`src/rtl/product_cursor_ctrl_if.sv`:
```
// rtl/product_cursor_ctrl_if.sv - button, frame and basket-read signal bundle for product_cursor_ctrl
interface product_cursor_ctrl_if #(
    parameter int PRODUCT_COUNT = 12
);
    logic                     BTN_LEFT;
    logic                     BTN_RIGHT;
    logic                     BTN_UP;
    logic                     BTN_DOWN;
    logic                     BTN_ADD;
    logic                     BTN_REMOVE;
    logic                     SW2;
    logic                     FrameStart;
    logic [3:0]               BasketRdIdx;
    logic [PRODUCT_COUNT-1:0] HighlightedProductList;
    logic [3:0]               BasketRdID;
    logic [3:0]               BasketLen;
    logic                     Busy;
    logic                     AddReject;

    modport master (
        output BTN_LEFT, BTN_RIGHT, BTN_UP, BTN_DOWN, BTN_ADD, BTN_REMOVE,
        output SW2, FrameStart, BasketRdIdx,
        input  HighlightedProductList, BasketRdID, BasketLen, Busy, AddReject
    );

    modport slave (
        input  BTN_LEFT, BTN_RIGHT, BTN_UP, BTN_DOWN, BTN_ADD, BTN_REMOVE,
        input  SW2, FrameStart, BasketRdIdx,
        output HighlightedProductList, BasketRdID, BasketLen, Busy, AddReject
    );
endinterface

```
`src/rtl/product_cursor_ctrl.sv`:
```
// rtl/product_cursor_ctrl.sv - grid/basket cursor, ordered basket and frame-aligned highlight
module product_cursor_ctrl #(
    parameter int PRODUCT_COUNT = 12,
    parameter int GRID_COLS     = 4,
    parameter int BASKET_DEPTH  = 12
) (
    input  logic                CLK,
    input  logic                RST_N,
    product_cursor_ctrl_if.slave bus
);
    localparam logic [3:0] COLS      = 4'(GRID_COLS);
    localparam logic [3:0] LAST_BASE = 4'(PRODUCT_COUNT - GRID_COLS);
    localparam logic [3:0] DEPTH     = 4'(BASKET_DEPTH);

    typedef enum logic {IDLE, SHIFT} state_t;

    state_t                   state_q, state_d;
    logic [5:0]               btn, btn_prev, ev;
    logic                     mode_q;
    logic [3:0]               gpos_q, gpos_d, bpos_q, bpos_d, len_q, len_d, ptr_q, ptr_d;
    logic [3:0]               entry_q [BASKET_DEPTH];
    logic                     wr_en;
    logic [3:0]               wr_idx, wr_data;
    logic                     reject_d, reject_q;
    logic [3:0]               col;
    logic [PRODUCT_COUNT-1:0] pending, hl_q;

    // Bit order doubles as the priority order: REMOVE highest, RIGHT lowest.
    assign btn = {bus.BTN_REMOVE, bus.BTN_ADD, bus.BTN_UP, bus.BTN_DOWN, bus.BTN_LEFT, bus.BTN_RIGHT};
    assign ev  = btn & ~btn_prev;
    assign col = gpos_q % COLS;

    // Keep the basket cursor on a valid entry after the basket shrinks.
    function automatic logic [3:0] clamp(input logic [3:0] b, input logic [3:0] new_len);
        if (new_len == 4'd0)          return 4'd0;
        else if (b > new_len - 4'd1)  return new_len - 4'd1;
        else                          return b;
    endfunction

    // State register for the removal shifter.
    always_ff @(posedge CLK or negedge RST_N) begin
        if (!RST_N) state_q <= IDLE;
        else        state_q <= state_d;
    end

    // Next-state logic: one prioritised event per idle cycle, compaction while shifting.
    always_comb begin
        state_d  = state_q;
        gpos_d   = gpos_q;
        bpos_d   = bpos_q;
        len_d    = len_q;
        ptr_d    = ptr_q;
        wr_en    = 1'b0;
        wr_idx   = ptr_q;
        wr_data  = 4'd0;
        reject_d = 1'b0;
        case (state_q)
            SHIFT: begin
                wr_en   = 1'b1;
                wr_data = entry_q[ptr_q + 4'd1];
                ptr_d   = ptr_q + 4'd1;
                if (ptr_q + 4'd1 == len_q - 4'd1) begin
                    len_d   = len_q - 4'd1;
                    bpos_d  = clamp(bpos_q, len_q - 4'd1);
                    state_d = IDLE;
                end
            end
            default: begin
                if (ev[5]) begin
                    if (mode_q && len_q != 4'd0) begin
                        if (bpos_q == len_q - 4'd1) begin
                            len_d  = len_q - 4'd1;
                            bpos_d = clamp(bpos_q, len_q - 4'd1);
                        end else begin
                            ptr_d   = bpos_q;
                            state_d = SHIFT;
                        end
                    end
                end else if (ev[4]) begin
                    if (!mode_q) begin
                        if (len_q < DEPTH) begin
                            wr_en   = 1'b1;
                            wr_idx  = len_q;
                            wr_data = gpos_q;
                            len_d   = len_q + 4'd1;
                        end else begin
                            reject_d = 1'b1;
                        end
                    end
                end else if (ev[3]) begin
                    if (!mode_q)               gpos_d = (gpos_q < COLS) ? gpos_q + LAST_BASE : gpos_q - COLS;
                    else if (bpos_q != 4'd0)   bpos_d = bpos_q - 4'd1;
                end else if (ev[2]) begin
                    if (!mode_q)               gpos_d = (gpos_q >= LAST_BASE) ? gpos_q - LAST_BASE : gpos_q + COLS;
                    else if (len_q != 4'd0 && bpos_q < len_q - 4'd1) bpos_d = bpos_q + 4'd1;
                end else if (ev[1]) begin
                    if (!mode_q)               gpos_d = (col == 4'd0) ? gpos_q + COLS - 4'd1 : gpos_q - 4'd1;
                end else if (ev[0]) begin
                    if (!mode_q)               gpos_d = (col == COLS - 4'd1) ? gpos_q - (COLS - 4'd1) : gpos_q + 4'd1;
                end
            end
        endcase
    end

    // Highlight source: grid cursor in grid view, basket cursor (if any entries) in basket view.
    always_comb begin
        pending = '0;
        if (!mode_q)               pending[gpos_q] = 1'b1;
        else if (len_q != 4'd0)    pending[bpos_q] = 1'b1;
    end

    // Datapath registers; edge flops run even while shifting so held buttons never retrigger.
    always_ff @(posedge CLK or negedge RST_N) begin
        if (!RST_N) begin
            btn_prev <= '0;
            mode_q   <= 1'b0;
            gpos_q   <= 4'd0;
            bpos_q   <= 4'd0;
            len_q    <= 4'd0;
            ptr_q    <= 4'd0;
            reject_q <= 1'b0;
            hl_q     <= '0;
            for (int i = 0; i < BASKET_DEPTH; i++) entry_q[i] <= 4'd0;
        end else begin
            btn_prev <= btn;
            mode_q   <= bus.SW2;
            gpos_q   <= gpos_d;
            bpos_q   <= bpos_d;
            len_q    <= len_d;
            ptr_q    <= ptr_d;
            reject_q <= reject_d;
            if (wr_en)          entry_q[wr_idx] <= wr_data;
            if (bus.FrameStart) hl_q <= pending;
        end
    end

    assign bus.HighlightedProductList = hl_q;
    assign bus.BasketRdID             = (bus.BasketRdIdx < len_q) ? entry_q[bus.BasketRdIdx] : 4'd0;
    assign bus.BasketLen              = len_q;
    assign bus.Busy                   = (state_q == SHIFT);
    assign bus.AddReject              = reject_q;
endmodule

```
`src/flat_wrapper.sv`:
```
// flat-port wrapper written by rule: the top's interface ports become plain ports
module product_cursor_ctrl_flat 
#(
    parameter int PRODUCT_COUNT = 12,
    parameter int GRID_COLS     = 4,
    parameter int BASKET_DEPTH  = 12
)
  (CLK, RST_N, bus_BTN_LEFT, bus_BTN_RIGHT, bus_BTN_UP, bus_BTN_DOWN, bus_BTN_ADD, bus_BTN_REMOVE, bus_SW2, bus_FrameStart, bus_BasketRdIdx, bus_HighlightedProductList, bus_BasketRdID, bus_BasketLen, bus_Busy, bus_AddReject);
  product_cursor_ctrl_if #(.PRODUCT_COUNT(PRODUCT_COUNT)) bus_i ();
  input  logic CLK;
  input  logic RST_N;
  input wire logic [$bits(bus_i.BTN_LEFT)-1:0] bus_BTN_LEFT;
  input wire logic [$bits(bus_i.BTN_RIGHT)-1:0] bus_BTN_RIGHT;
  input wire logic [$bits(bus_i.BTN_UP)-1:0] bus_BTN_UP;
  input wire logic [$bits(bus_i.BTN_DOWN)-1:0] bus_BTN_DOWN;
  input wire logic [$bits(bus_i.BTN_ADD)-1:0] bus_BTN_ADD;
  input wire logic [$bits(bus_i.BTN_REMOVE)-1:0] bus_BTN_REMOVE;
  input wire logic [$bits(bus_i.SW2)-1:0] bus_SW2;
  input wire logic [$bits(bus_i.FrameStart)-1:0] bus_FrameStart;
  input wire logic [$bits(bus_i.BasketRdIdx)-1:0] bus_BasketRdIdx;
  output wire logic [$bits(bus_i.HighlightedProductList)-1:0] bus_HighlightedProductList;
  output wire logic [$bits(bus_i.BasketRdID)-1:0] bus_BasketRdID;
  output wire logic [$bits(bus_i.BasketLen)-1:0] bus_BasketLen;
  output wire logic [$bits(bus_i.Busy)-1:0] bus_Busy;
  output wire logic [$bits(bus_i.AddReject)-1:0] bus_AddReject;
  assign bus_i.BTN_LEFT = bus_BTN_LEFT;
  assign bus_i.BTN_RIGHT = bus_BTN_RIGHT;
  assign bus_i.BTN_UP = bus_BTN_UP;
  assign bus_i.BTN_DOWN = bus_BTN_DOWN;
  assign bus_i.BTN_ADD = bus_BTN_ADD;
  assign bus_i.BTN_REMOVE = bus_BTN_REMOVE;
  assign bus_i.SW2 = bus_SW2;
  assign bus_i.FrameStart = bus_FrameStart;
  assign bus_i.BasketRdIdx = bus_BasketRdIdx;
  assign bus_HighlightedProductList = bus_i.HighlightedProductList;
  assign bus_BasketRdID = bus_i.BasketRdID;
  assign bus_BasketLen = bus_i.BasketLen;
  assign bus_Busy = bus_i.Busy;
  assign bus_AddReject = bus_i.AddReject;
  product_cursor_ctrl #(.PRODUCT_COUNT(PRODUCT_COUNT), .GRID_COLS(GRID_COLS), .BASKET_DEPTH(BASKET_DEPTH)) u_core (.CLK(CLK), .RST_N(RST_N), .bus(bus_i));
endmodule
```
`config.mk`:
```
export PLATFORM = sky130hd
export DESIGN_NAME = product_cursor_ctrl_flat
export DESIGN_NICKNAME = d
export VERILOG_FILES = /design/src/rtl/product_cursor_ctrl_if.sv /design/src/rtl/product_cursor_ctrl.sv /design/src/flat_wrapper.sv
export SDC_FILE = /design/constraint.sdc
export NUM_CORES = 1
export LEC_CHECK = 0
export BUFFER_PORTS_ARGS = -buffer_cell sky130_fd_sc_hd__buf_2
export CAP_MARGIN = 20
export CORE_MARGIN = 4
export CORE_UTILIZATION = 45
export DETAILED_ROUTE_END_ITERATION = 10
export GPL_TIMING_DRIVEN = 0
export SYNTH_ARGS = -nofsm -noshare
export SYNTH_HDL_FRONTEND = slang
export SYNTH_SLANG_ARGS = --single-unit
```
`constraint.sdc`:
```
create_clock -name CLK -period 3.4 [get_ports CLK]
set_input_delay 0.17 -clock CLK [delete_from_list [all_inputs] [get_ports CLK]]
set_output_delay 0.17 -clock CLK [all_outputs]
set_load 0.1 [all_outputs]
```
==> results.txt, run 1 <==
The number of setup violations in the final report is 0. The maximum buffer depth of the clock tree came out at 2. Synthesis produced a netlist with a net count of between 500 and 600.

The average vias per placed instance came out at 5.919. The final number of hold-violating endpoints is 0. TritonCTS built the clock tree.

The critical path starts at u_core.bus.BasketLen[0]. The proportion of layout cells with a drive suffix above 1 came out at 29.57%. The nature of the critical path startpoint is a flip-flop. The highest fanout seen on the critical path came out at 10. The area added between synthesis and finish is 14.37%.

The flow ran to the end, and the final reports show no timing, DRC or antenna violations. The number of clock sinks came out at 85. The top-level port count is 36.

The worst endpoint required time is roughly 3600 ps. The number of synthesized flops with an enable pin is 0. The clock arrives with ~8.7 ps of skew. The synthesized netlist occupies a cell area of between 5000 and 6000 um2. Setup repair after global routing left no endpoint under its margin. The y dimension of the die is about 120 um. The number of buffers inserted during clock tree synthesis came out at 9. The worst supply voltage drop on vdd is 0.3135 mV.

Data arrives at the worst endpoint at between 3000 and 4000 ps. The total congestion overflow is 0. The number of instances in the synthesized netlist is 482.

Cells fill around 53% of the core in the end. The number of inserted diodes came out at 0. The worst setup path is captured at a flip-flop. The number of remaining DRC errors is 0.

Synthesis instantiated approximately 70 different standard cells from the library. The worst-case headroom to the max-slew limit is about 44%. The root buffer selected by CTS is sky130_fd_sc_hd__clkbuf_16. The post-synthesis area per instance came out at 11.46 um2. Synthesis inferred 85 register bits.

The routed wire length came out at roughly 13 mm. For this design the static power due to leakage is between 2 and 3 nW. In the global route stage, overall resource usage came out at 19.94%. The number of antenna violations at the first check in global routing came out at 0. Internal power comes to between 0.003 and 0.004 W. The vias after detailed routing is about 4000.

The startpoint identified for the worst register-to-register timing path is u_core.bus.BasketLen[0]. The routed design could run at a clock period as short as roughly 3100 ps. Counting flops with an async set or reset pin after synthesis yields a share of between 90% and 100%. The clock share of power is 16.6%. The number of I/O port buffers is 35. The horizontal die dimension is around 120 um. The first global-routing pass estimated about 23 mm of wire. The critical path is of the flip-flop to flip-flop type. The combinational fraction of design power came out at 58.1%.

Timing would allow up to 318.3 MHz. After detailed placement, the design holds a cell count of roughly 670. The slew at the pin with the worst max-slew slack is just over 800 ps. The synthesis warning total came out at 0. The number of global-route vias before repair came out at between 4000 and 5000. Power spread over the standard cell area amounts to between 900 and 1000 nW/um2.

The most used flip-flop cell after synthesis is sky130_fd_sc_hd__dfrtp_1. The detailed placer's ending HPWL is about 9.9 mm. The insertion delay to the later sink of the worst-skew pair is around 340 ps. The floorplan has 40 rows. The fraction of the yosys area taken by sequential cells came out at approximately two fifths. The largest net degree at the start of global routing is 50. The starting density of the core is 45.97%. The last weighted congestion value of the routability-driven placer came out at between 0.8 and 0.9. The remaining number of nets flagged by the antenna check after routing came out at 0. The most critical setup path has its endpoint at u_core.bpos_q[2]. Across the run, the number of max-cap violations was 0. The floorplan die area came out at between 10000 and 15000 um2.

The share of the clock period used by the worst path after layout is 92.41%. The finished layout holds just under 700 standard cells, fillers aside. The total number of H-tree levels is 3. The worst reg2reg path depth came out at 12.

Net switching is a little under half of the power. The core box area is approximately 12000 um2. The DRC violation total after the first TritonRoute iteration is approximately 280. In this run the critical register-to-register path is captured at u_core.bpos_q[2].

The sequential share of power is approximately 25%. The count of nets after finishing is between 500 and 600. The count of buffers added by post-CTS timing repair for setup is 0. The clock-pin slew on the worst setup and hold paths is 70 ps.

The average wire per standard cell came out at between 15 and 20 um. The number of detailed-routing iterations run before antenna repair is 5. In this run the register-to-register setup slack is 260 ps. The max-slew violation count is 0. The worst hold path belongs to the class input port to flip-flop. The switching component of the power came out at between 0.002 and 0.003 W.
[logic make-up (layout without fill, tap and decap cells)]
kind of cell / after synthesis / in the layout / synth area share [%]
multiplexers: 86 / 86 / 22.14
buffers and inverters: 44 / 103 / 3.580
AO/OA/AOI/OAI: 96 / 96 / 12.60
adder cells (fa/ha/maj): 27 / 27 / 6.209
XOR/XNOR: 26 / 26 / 4.509
flip-flops: 85 / 85 / 38.52
AND/OR/NAND/NOR: 118 / 118 / 12.44
[sequential cells by signal, indices dropped and copies added, names as in the netlist]
name and flops:
u_core.bus.HighlightedProductList 12, u_core.entry_q 48, u_core.bus.AddReject 1, u_core.bus.BasketLen 4, u_core.ptr_q 4, u_core.bus.Busy 1, u_core.bpos_q 4, u_core.mode_q 1
u_core.btn_prev 6, u_core.gpos_q 4
[power groups by stage]
stage	clock network, W	registers, W	logic (W)
after floorplan	0	0.00187	0.00237
after global placement	0	0.00153	0.00340
after detailed placement	0	0.00154	0.00344
after CTS	0.00102	0.00153	0.00348
after global routing	0.00107	0.00157	0.00385
final	0.00100	0.00153	0.00351
[worst max-delay path, stage by stage (launching register included)]
cell	delay (ps)
sky130_fd_sc_hd__dfrtp_2	450
sky130_fd_sc_hd__clkbuf_4	220
sky130_fd_sc_hd__inv_1	270
sky130_fd_sc_hd__ha_2	330
sky130_fd_sc_hd__xnor2_4	180
sky130_fd_sc_hd__nand3_1	130
sky130_fd_sc_hd__xnor2_1	220
sky130_fd_sc_hd__ha_1	290
sky130_fd_sc_hd__and4b_1	220
sky130_fd_sc_hd__a21oi_1	150
sky130_fd_sc_hd__o21ai_0	130
sky130_fd_sc_hd__nor3b_2	280
sky130_fd_sc_hd__o22ai_1	140
[through the flow]
stage | total power, W | instance area [um2] | hold WS [ps] | setup TNS, ps | setup WS (ps)
floorplan | 0.004247 | 5524 | -125.6 | 0 | 91.86
CTS | 0.006028 | 6302 | 132.4 | 0 | 117.9
global route | 0.006486 | 6315 | 187.4 | 0 | 43.43
finish | 0.006046 | 6315 | 146.1 | 0 | 258.2
global placement | 0.004931 | 5883 | 280.3 | -266.1 | -83.16
detailed placement | 0.004984 | 5913 | 171.1 | -285.3 | -91.77
[placed cells by master (no fill, tap or decap), drive strengths merged, types with 2 or more instances in the layout]
cell type	synthesis	final
nand2b	10	10
xnor2	18	18
a211oi	2	2
nor3b	3	3
xor2	7	7
o32a	4	4
or4	2	2
inv	20	21
clkinv	1	2
nor2	33	33
a31oi	4	4
o21ai	16	16
and4b	2	2
and3	3	3
o31ai	4	4
a22oi	16	16
o2bb2ai	4	4
and2	6	6
nor3	16	16
mux2i	13	13
mux4	24	24
or3	2	2
a22o	5	5
buf	11	46
clkinvlp	0	2
nand2	14	14
nand3	13	13
clkbuf	12	23
mux2	49	49
dfrtp	85	85
o22ai	9	9
nor2b	6	6
dlygate4sd3	0	8
nor4	2	2
a21oi	22	22
ha	25	25
a21o	3	3
[cell type report]
type	count	area [um2]
fill	1083	5697
multi-input combinational	353	3218
sequential	85	2130
timing repair buffer	44	285.3
clock buffer	11	242.7
tap	147	183.9
buffer	22	117.6
inverter	21	78.83
clock inverter	5	58.81
[how the worst min path moves through the flow]
stage,from,endpoint,cells after the start
2_1_floorplan,RST_N,u_core.bpos_q[0],0
3_3_place_gp,bus_SW2,u_core.mode_q,1
3_5_place_dp,RST_N,u_core.bus.BasketLen[1],1
4_1_cts,bus_FrameStart,u_core.bus.HighlightedProductList[8],3
5_1_grt,bus_FrameStart,u_core.bus.HighlightedProductList[7],3
6_report,bus_FrameStart,u_core.bus.HighlightedProductList[8],3
[cell usage after synthesis, types with 7 or more instances]
cell type / n / area share, %
sky130_fd_sc_hd__a22oi_1: 15 / 2.0
sky130_fd_sc_hd__mux2_2: 49 / 10
sky130_fd_sc_hd__o22ai_1: 8 / 0.91
sky130_fd_sc_hd__mux4_2: 24 / 9.8
sky130_fd_sc_hd__xor2_1: 7 / 1.1
sky130_fd_sc_hd__dfrtp_1: 85 / 39
sky130_fd_sc_hd__nor2_1: 29 / 2.0
sky130_fd_sc_hd__o21ai_0: 15 / 1.4
sky130_fd_sc_hd__nand3_1: 13 / 1.2
sky130_fd_sc_hd__a21oi_1: 22 / 2.0
sky130_fd_sc_hd__ha_1: 25 / 5.7
sky130_fd_sc_hd__clkbuf_1: 12 / 0.82
sky130_fd_sc_hd__nand2b_1: 9 / 1.0
sky130_fd_sc_hd__inv_1: 20 / 1.4
sky130_fd_sc_hd__xnor2_1: 17 / 2.7
sky130_fd_sc_hd__mux2i_1: 13 / 2.4
sky130_fd_sc_hd__nand2_1: 14 / 0.95
sky130_fd_sc_hd__nor3_1: 12 / 1.1
[metal layers]
metal | up-vias | GRT usage [%] | part of all wire (%)
met4 | 0 | 6.227 | 2.0
met2 | 106 | 33.36 | 49
li1 | 1906 | - | -
met5 | - | 0 | 0
met1 | 2042 | 26.81 | 45
met3 | 18 | 2.919 | 3.6
[what timing repair did]
| item | in CTS | in global routing |
|---|---|---|
| setup endpoints to repair | 4 | 4 |
| hold buffers | 8 | 0 |
| resized for setup | 1 | 3 |
| hold endpoints to repair | 43 | 0 |
No activity file was read; power rests on OpenSTA's default activity.
==> run 2, diff against run 1 <==
--- a/config.mk
+++ b/config.mk
@@ -11,6 +11,7 @@
 export CORE_UTILIZATION = 45
 export DETAILED_ROUTE_END_ITERATION = 10
 export GPL_TIMING_DRIVEN = 0
+export PLACE_DENSITY = 0.63
 export SYNTH_ARGS = -nofsm -noshare
 export SYNTH_HDL_FRONTEND = slang
 export SYNTH_SLANG_ARGS = --single-unit
==> run 2 against run 1 <==
Maximum frequency decreased by 0.58%. Clock power about the same. Combinational power about the same. Setup slack got worse by 18 ps. Global-route usage increased by 0.43 points. Register-to-register slack got worse by 20 ps. Clock skew increased by 1.8 ps. Total power increased by 0.46%. Final cell count unchanged. Via count increased by 0.32%. Hold slack got worse by 0.94 ps. Count of clock-buffer cells in the layout unchanged. Critical path type unchanged.
==> results.txt, run 2 (same netlist as run 1, synthesis figures left out) <==
The flow ran to the end, and the final reports show no timing, DRC or antenna violations. The worst setup path is of the flip-flop to flip-flop kind. The highest clock rate was 316.4 MHz (-0.58%).

The worst reg2reg path depth came out at 12 (unchanged). The number of buffers inserted during clock tree synthesis came out at 9 (unchanged). The worst-case setup slack after placement is -52.23 ps (+39.53 ps). The number of setup violations in the final report came out at 0 (unchanged).

The number of I/O port buffers is 35 (unchanged). The path class of the tightest hold or removal check is input port to flip-flop. The first-pass GRT wire length was 22.78 mm (+1.0%).

The worst setup path is captured at a flip-flop. The floorplan die area came out at 14110 um2 (unchanged). The detailed placer's ending HPWL came out at 9.889 mm (-0.39%). The post-route cell area is 6324 um2 (+0.14%).

The highest fanout seen on the critical path is 10 (unchanged). The vias after detailed routing came out at 4085 (+0.32%). The area of the multi-input gates is 3218 um2 (unchanged). The global-route total usage across every layer is 20.37% (+0.43 points).

The final number of hold-violating endpoints is 0 (unchanged). The average vias per placed instance is 5.938 (+0.32%). The total leakage power came out at 2.809 nW (+0.49%).

The number of antenna violations at the first check in global routing is 0 (unchanged). The count of buffers added by post-CTS timing repair for setup was 0 (unchanged). The share of the clock period used by the worst path after layout is 92.94% (+0.54 points). The total number of H-tree levels came out at 3 (unchanged). The delay of the slowest cell on the worst path is 440 ps (about the same). The terminating pin of the worst hold path is u_core.bus.HighlightedProductList[10]. The max-slew violation count came to 0 (unchanged). The starting density of the core is 45.97% (unchanged). The total congestion overflow came out at 0 (unchanged). The worst endpoint required time came out at 3620 ps (about the same).

The setup slack on the worst flop-to-flop path came to 240 ps (-20 ps). The fraction of met1 tracks used by global routing came out at 26.66% (-0.16 points). The count of fill cells added during filler insertion came out at 1069 (-1.3%). On the critical path the largest part of the delay comes from simple AND/OR/NAND/NOR gates. The total of max-cap violations came to 0 (unchanged). The standard cell area after detailed placement came out at 5913 um2 (unchanged).

The clock-pin slew on the worst setup and hold paths is 70 ps (about the same). The worst hold path stage count was 3 (unchanged). The storage element area is 2130 um2 (unchanged). The end of the worst register-to-register path is u_core.bpos_q[2]. The library cell used most frequently in the layout, excluding fill and tap cells, is sky130_fd_sc_hd__dfrtp_1. The number of cell rows came out at 40 (unchanged). The worst supply voltage drop on vdd came out at 0.4170 mV (+33%). The most utilized layer in the global route result is met2. The flip-flop count of the largest register, all copies and words added was 48 (unchanged). The largest clock skew in the final design was 10.46 ps (+1.761 ps). The count of nets after finishing came out at 576 (unchanged).

The core box area came out at 12010 um2 (unchanged). Leaving out fill and tap cells, the most frequent cells in the layout are 83 x sky130_fd_sc_hd__dfrtp_1, 49 x sky130_fd_sc_hd__mux2_2, 38 x sky130_fd_sc_hd__buf_2. The insertion delay to the later sink of the worst-skew pair is 350 ps (about the same). Compared with the post-synthesis result, the final layout area differs by 14.53%. The slew at the pin with the worst max-slew slack came out at 814.7 ps (-14.62 ps). The worst-case headroom to the max-slew limit was 45.30% (+0.98 points).

The nature of the critical path startpoint is a flip-flop. The startpoint identified for the worst hold timing path is bus_FrameStart. The horizontal die dimension was 118.8 um (unchanged). The fraction of met3 tracks used by global routing is 3.541% (+0.62 points). The final critical delay including setup and external delays is 3160 ps (+18.25 ps). The routed wire length came out at 13.50 mm (+0.71%).

The endpoint arrival time on the critical path came to 3380 ps (+30 ps). The top-level port count was 36 (unchanged). The power per cell area came to 960.4 nW/um2 (+0.32%).

The number of standard cells in the layout, taps in and fillers out is 688 (unchanged). The proportion of layout cells with a drive suffix above 1 is 29.76% (+0.18 points). The master of the slowest instance on the critical path is sky130_fd_sc_hd__dfrtp_2. The average wire per standard cell came out at 19.63 um (+0.71%). The number of global-route vias before repair is 4248 (+2.1%). The number of inserted diodes came out at 0 (unchanged). The total chip power is 0.006073 W (+0.46%). The last weighted congestion value of the routability-driven placer is 0.8472 (-5.1%). In this run the clock root is driven by a sky130_fd_sc_hd__clkbuf_16.

The DRC violation total after the first TritonRoute iteration came out at 299 (+8.7%). The met2 track demand over resource was 34.39% (+1.0 points). The y dimension of the die is 118.8 um (unchanged). The remaining number of nets flagged by the antenna check after routing came out at 0 (unchanged). The number of remaining DRC errors came out at 0 (unchanged). TritonCTS built the clock tree. The number of detailed-routing iterations run before antenna repair was 4 (-1). Setup repair after global routing left no endpoint under its margin. The number of clock sinks came out at 85 (unchanged).

The origin of the critical flop-to-flop path is u_core.bus.BasketLen[0]. The worst slack on hold paths is 145.2 ps (-0.9400 ps). The final setup slack of the worst path came out at 239.9 ps (-18.25 ps).

The buffering stage count on the worst path with inverters included came to 2 (unchanged). The number of placed cells counting well taps is 665 (unchanged). The register with the most flip-flops in the final layout is u_core.entry_q.

Walking the worst path, the cells encountered are clkbuf_4 > inv_1 > ha_2 > xnor2_4 > nand3_1 > xnor2_1 > ha_1 > and4b_1 > a21oi_1 > o21ai_0 > nor3b_2 > o22ai_1. The maximum buffer depth of the clock tree is 2 (unchanged). The largest net degree at the start of global routing is 61 (+22%).
==> run 2: cell count changes in the layout (fill, tap and decap cells not counted) <==
cell,change
sky130_fd_sc_hd__clkbuf_8,+1
sky130_fd_sc_hd__clkinvlp_4,-2
sky130_fd_sc_hd__clkinv_2,+1
sky130_fd_sc_hd__clkinv_4,+1
sky130_fd_sc_hd__clkbuf_1,-1
==> run 2: worst max-delay path by stage <==
| stage | start | to | slack, ps | cells past startpoint |
|---|---|---|---|---|
| 5_1_grt | u_core.bus.BasketLen[0] | u_core.bpos_q[2] | 40 | 12 |
| 4_1_cts | u_core.bus.BasketLen[0] | u_core.bpos_q[2] | 100 | 12 |
| 6_report | u_core.bus.BasketLen[0] | u_core.bpos_q[2] | 240 | 12 |
| 3_5_place_dp | u_core.bus.BasketLen[0] | u_core.bpos_q[2] | -50 | 12 |
| 3_3_place_gp | u_core.bus.BasketLen[0] | u_core.bpos_q[2] | -50 | 12 |
| 2_1_floorplan | u_core.bus.BasketLen[0] | u_core.bpos_q[0] | 90 | 11 |
==> run 2: layout make-up <==
cell class	instances	share of cell area (%)
Sequential cell	85	33.68
Inverter	21	1.247
Clock inverter	5	0.9102
Timing Repair Buffer	44	4.511
Multi-Input combinational cell	353	50.89
Clock buffer	11	3.997
Buffer	22	1.860
Tap cell	147	2.909
==> run 2: power breakdown <==
part / internal [W] / switching, W
logic: 0.00135 / 0.00216
registers: 0.00126 / 0.000277
clock network: 0.000611 / 0.000417
==> run 2: layer usage <==
metal | vias up | part of all wire [%]
met1 | 2081 | 43
li1 | 1904 | -
met4 | 0 | 1.5
met3 | 16 | 3.9
met5 | - | 0
met2 | 84 | 51
==> run 2: worst min-delay path, delay by kind of cell <==
| kind | cells | cell delay, ps |
|---|---|---|
| buffers and inverters | 1 | 130 |
| AO/OA/AOI/OAI | 1 | 50 |
| AND/OR/NAND/NOR | 1 | 110 |
==> run 2: through the flow <==
stage | TNS (ps) | utilization, %
2_1_floorplan | 0 | -
3_3_place_gp | -130.1 | 48.98
3_5_place_dp | -157.9 | 49.23
4_1_cts | 0 | 52.54
5_1_grt | 0 | 52.65
6_report | 0 | 52.65
==> run 2: timing repair <==
| item | CTS | global route |
|---|---|---|
| gates cloned | 0 | 0 |
| hold endpoints to repair | 32 | 0 |
| endpoints found under the setup margin | 4 | 4 |
| resized for setup | 1 | 3 |
| hold buffers | 8 | 0 |
==> run 3, diff against run 2 <==
--- a/config.mk
+++ b/config.mk
@@ -8,10 +8,10 @@
 export BUFFER_PORTS_ARGS = -buffer_cell sky130_fd_sc_hd__buf_2
 export CAP_MARGIN = 20
 export CORE_MARGIN = 4
-export CORE_UTILIZATION = 45
+export CORE_UTILIZATION = 61
 export DETAILED_ROUTE_END_ITERATION = 10
 export GPL_TIMING_DRIVEN = 0
-export PLACE_DENSITY = 0.63
+export PLACE_DENSITY = 0.81
 export SYNTH_ARGS = -nofsm -noshare
 export SYNTH_HDL_FRONTEND = slang
 export SYNTH_SLANG_ARGS = --single-unit
==> run 3 against run 2 <==
Register-to-register slack better by 40 ps. Count of clock-buffer cells in the layout fell by 1. Critical endpoint unchanged. First-iteration DRC count fell by 16%. Largest cell class unchanged. Critical path depth did not move. Final cell count down 5.7%.
==> results.txt, run 3 (same netlist as run 1, synthesis figures left out) <==
The internal power came out at 0.002975 W (-7.6%). The worst-case headroom to the max-slew limit is 44.40% (-0.90 points). The average vias per placed instance is 6.425 (+8.2%). The run finished with clean final reports. The type of the worst setup path is flip-flop to flip-flop. The starting density of the core was 63.01% (+17 points).

The worst hold path belongs to the class input port to flip-flop. The number of I/O port buffers was 35 (unchanged). The TritonCTS clock tree is yes.

The first-pass GRT wire length came out at 21.62 mm (-5.1%). The slew at the pin with the worst max-slew slack came out at 828.0 ps (+13.35 ps). The remaining number of nets flagged by the antenna check after routing is 0 (unchanged). The combinational fraction of design power came to 60.5% (+2.7 points). The final cell utilization of the core is 70.43% (+18 points). Setup repair after global routing left no endpoint under its margin. The horizontal die dimension came to 103.1 um (-13%).

The top-level port count came out at 36 (unchanged). The number of placed cells counting well taps came out at 626 (-5.9%). The switching part of the total is 48.75% (+1.8 points). The insertion delay to the later sink of the worst-skew pair was 360 ps (about the same).

The total congestion overflow is 0 (unchanged). The routed wire length came out at 13.03 mm (-3.5%). The DRC violation total after the first TritonRoute iteration is 250 (-16%). The power per cell area came out at 940.4 nW/um2 (-2.1%).

The clock-pin slew on the worst setup and hold paths is 90 ps (+20 ps). The cell sitting at the root of the clock tree is a sky130_fd_sc_hd__clkbuf_8. The number of standard cells in the layout, taps in and fillers out is 649 (-5.7%). The count of buffers added by post-CTS timing repair for setup is 0 (unchanged).

The number of antenna violations at the first check in global routing is 0 (unchanged). The fraction of met3 tracks used by global routing is 4.398% (+0.86 points). STA classifies the critical path startpoint as a flip-flop. The sequential share of power came out at 26.4% (+1.1 points). The worst supply voltage drop on vdd is 0.4194 mV (+0.58%). The met2 track demand over resource was 44.99% (+11 points).

The number of remaining DRC errors is 0 (unchanged). The area added between synthesis and finish came out at 11.78%. Walking the worst path, the cells encountered are buf_2 > inv_1 > ha_2 > xnor2_4 > nand3_1 > xnor2_1 > ha_1 > and4b_1 > a21oi_1 > o21ai_0 > nor3b_2 > o22ai_1.

The most utilized layer in the global route result is met2. The largest net degree at the start of global routing came out at 47 (-23%). More flip-flops sit in one register than any other, and that register is u_core.entry_q.

The worst slack on hold paths is 117.9 ps (-27.27 ps). The top cell types in the final layout, fill and taps aside, are 83 x sky130_fd_sc_hd__dfrtp_1, 49 x sky130_fd_sc_hd__mux2_2, 38 x sky130_fd_sc_hd__buf_2. The share of the clock period used by the worst path after layout came out at 91.72% (-1.2 points).

The switching component of the power came out at 0.002830 W (-0.83%). The maximum buffer depth of the clock tree came out at 2 (unchanged). The flip-flop count of the largest register, all copies and words added is 48 (unchanged). The final number of hold-violating endpoints is 0 (unchanged). The number of inserted diodes came out at 0 (unchanged). The total leakage power is 2.754 nW (-2.0%). STA classifies the critical path endpoint as a flip-flop.

The floorplan die area came to 10640 um2 (-25%). The count of nets after finishing came out at 576 (unchanged). The delay of the slowest cell on the worst path came to 430 ps (about the same).

The post-route cell area was 6172 um2 (-2.4%). The number of detailed-routing iterations run before antenna repair came out at 5 (+1). The clock share of power came to 13.1% (-3.8 points).

The worst endpoint required time came to 3640 ps (+20 ps). The last weighted congestion value of the routability-driven placer came out at 0.8910 (+5.2%). The detailed placer's ending HPWL came out at 9.739 mm (-1.5%). The highest clock rate came out at 320.7 MHz (+1.3%). The average wire per standard cell is 20.07 um (+2.3%).

The proportion of layout cells with a drive suffix above 1 was 29.76% (unchanged). The master of the slowest instance on the critical path is sky130_fd_sc_hd__dfrtp_2. The endpoint arrival time on the critical path is 3360 ps (-20 ps). The y dimension of the die is 103.1 um (-13%). The max-slew violation count is 0 (unchanged). The accumulated negative setup slack is 0 ps (unchanged). The number of global-route vias before repair is 4191 (-1.3%). The core box area is 8763 um2 (-27%). The number of buffers inserted during clock tree synthesis came out at 9 (unchanged).

The number of clock sinks is 85 (unchanged). The highest fanout seen on the critical path is 9 (-1). The global-route total usage across every layer came out at 26.53% (+6.2 points).

The final critical delay including setup and external delays came out at 3118 ps (-41.72 ps). The number of setup violations in the final report was 0 (unchanged). The number of cell rows came out at 34 (-15%). The total of max-cap violations is 0 (unchanged). The fraction of met1 tracks used by global routing came out at 34.95% (+8.3 points). The total number of H-tree levels came out at 3 (unchanged). The largest clock skew in the final design is 12.44 ps (+1.981 ps).

The standard cell area after detailed placement came to 5864 um2 (-0.83%). The library cell used most frequently in the layout, excluding fill and tap cells, is sky130_fd_sc_hd__dfrtp_1. The count of fill cells added during filler insertion came out at 630 (-41%).

The vias after detailed routing came out at 4170 (+2.1%).
[run 3: changes by cell type in the layout (fill, tap and decap cells not counted), sizes merged]
| cell | previous run | this run |
|---|---|---|
| inv | 21 | 22 |
| clkbuf | 23 | 22 |
| clkinvlp | 0 | 2 |
| clkinv | 4 | 2 |
[run 3: layout make-up]
cell class,count,area (um2),area share (%)
clock inverters,6,70.07,1.135
clock buffers,10,137.6,2.230
multi-input cells,353,3218,52.14
repair buffers,44,285.3,4.622
well taps,108,135.1,2.189
plain buffers,22,117.6,1.906
inverters,21,78.83,1.277
flip-flops and latches,85,2130,34.50
[run 3: per-stage QoR]
step	setup WS (ps)	power (W)
after CTS	163.1	0.005766
after global placement	35.15	0.004852
after detailed placement	-3.987	0.004979
after floorplan	91.86	0.004247
final	281.6	0.005804
after global routing	58.79	0.006180
[run 3: final timing paths]
check / from / endpoint / slack [ps] / cells after the start
setup / recovery: u_core.bus.BasketLen[1] / u_core.bpos_q[2] / 280 / 12
hold / removal: bus_FrameStart / u_core.bus.HighlightedProductList[8] / 120 / 3
max in group asynchronous: RST_N / u_core.entry_q[33] / 2470 / 3
hold reg to reg: u_core.bus.HighlightedProductList[11] / u_core.bus.HighlightedProductList[11] / 530 / 2
setup reg to reg: u_core.bus.BasketLen[1] / u_core.bpos_q[2] / 280 / 12
min in group asynchronous: RST_N / u_core.bus.BasketLen[1] / 320 / 2
[run 3: repair_timing]
item                                   CTS  global route
endpoints found under the hold margin   46             0
gates resized for setup                  1             3
cloned                                   0             0
setup endpoints to repair                4             4
pin swaps                                0             0
hold buffers                             8             0
[run 3: per-layer routing]
metal,wire length [um],vias to the layer above
met5,0,-
met2,6646,121
met1,5519,2104
met3,540,30
met4,318,0
li1,-,1915
[run 3: critical path: cells and delay by family, from the launching register on]
family	cells	cell delay, ps
flops	1	430
simple gates	3	640
buf+inv	2	490
xor+xnor	2	420
fa+ha+maj	2	650
compound gates	3	370
[run 3: power by group through the flow]
| stage | clock [W] | sequential (W) | combinational, W |
|---|---|---|---|
| after floorplan | 0 | 0.00187 | 0.00237 |
| after global placement | 0 | 0.00152 | 0.00333 |
| after detailed placement | 0 | 0.00155 | 0.00343 |
| after CTS | 0.000767 | 0.00153 | 0.00347 |
| after global routing | 0.000810 | 0.00157 | 0.00380 |
| final | 0.000760 | 0.00153 | 0.00351 |
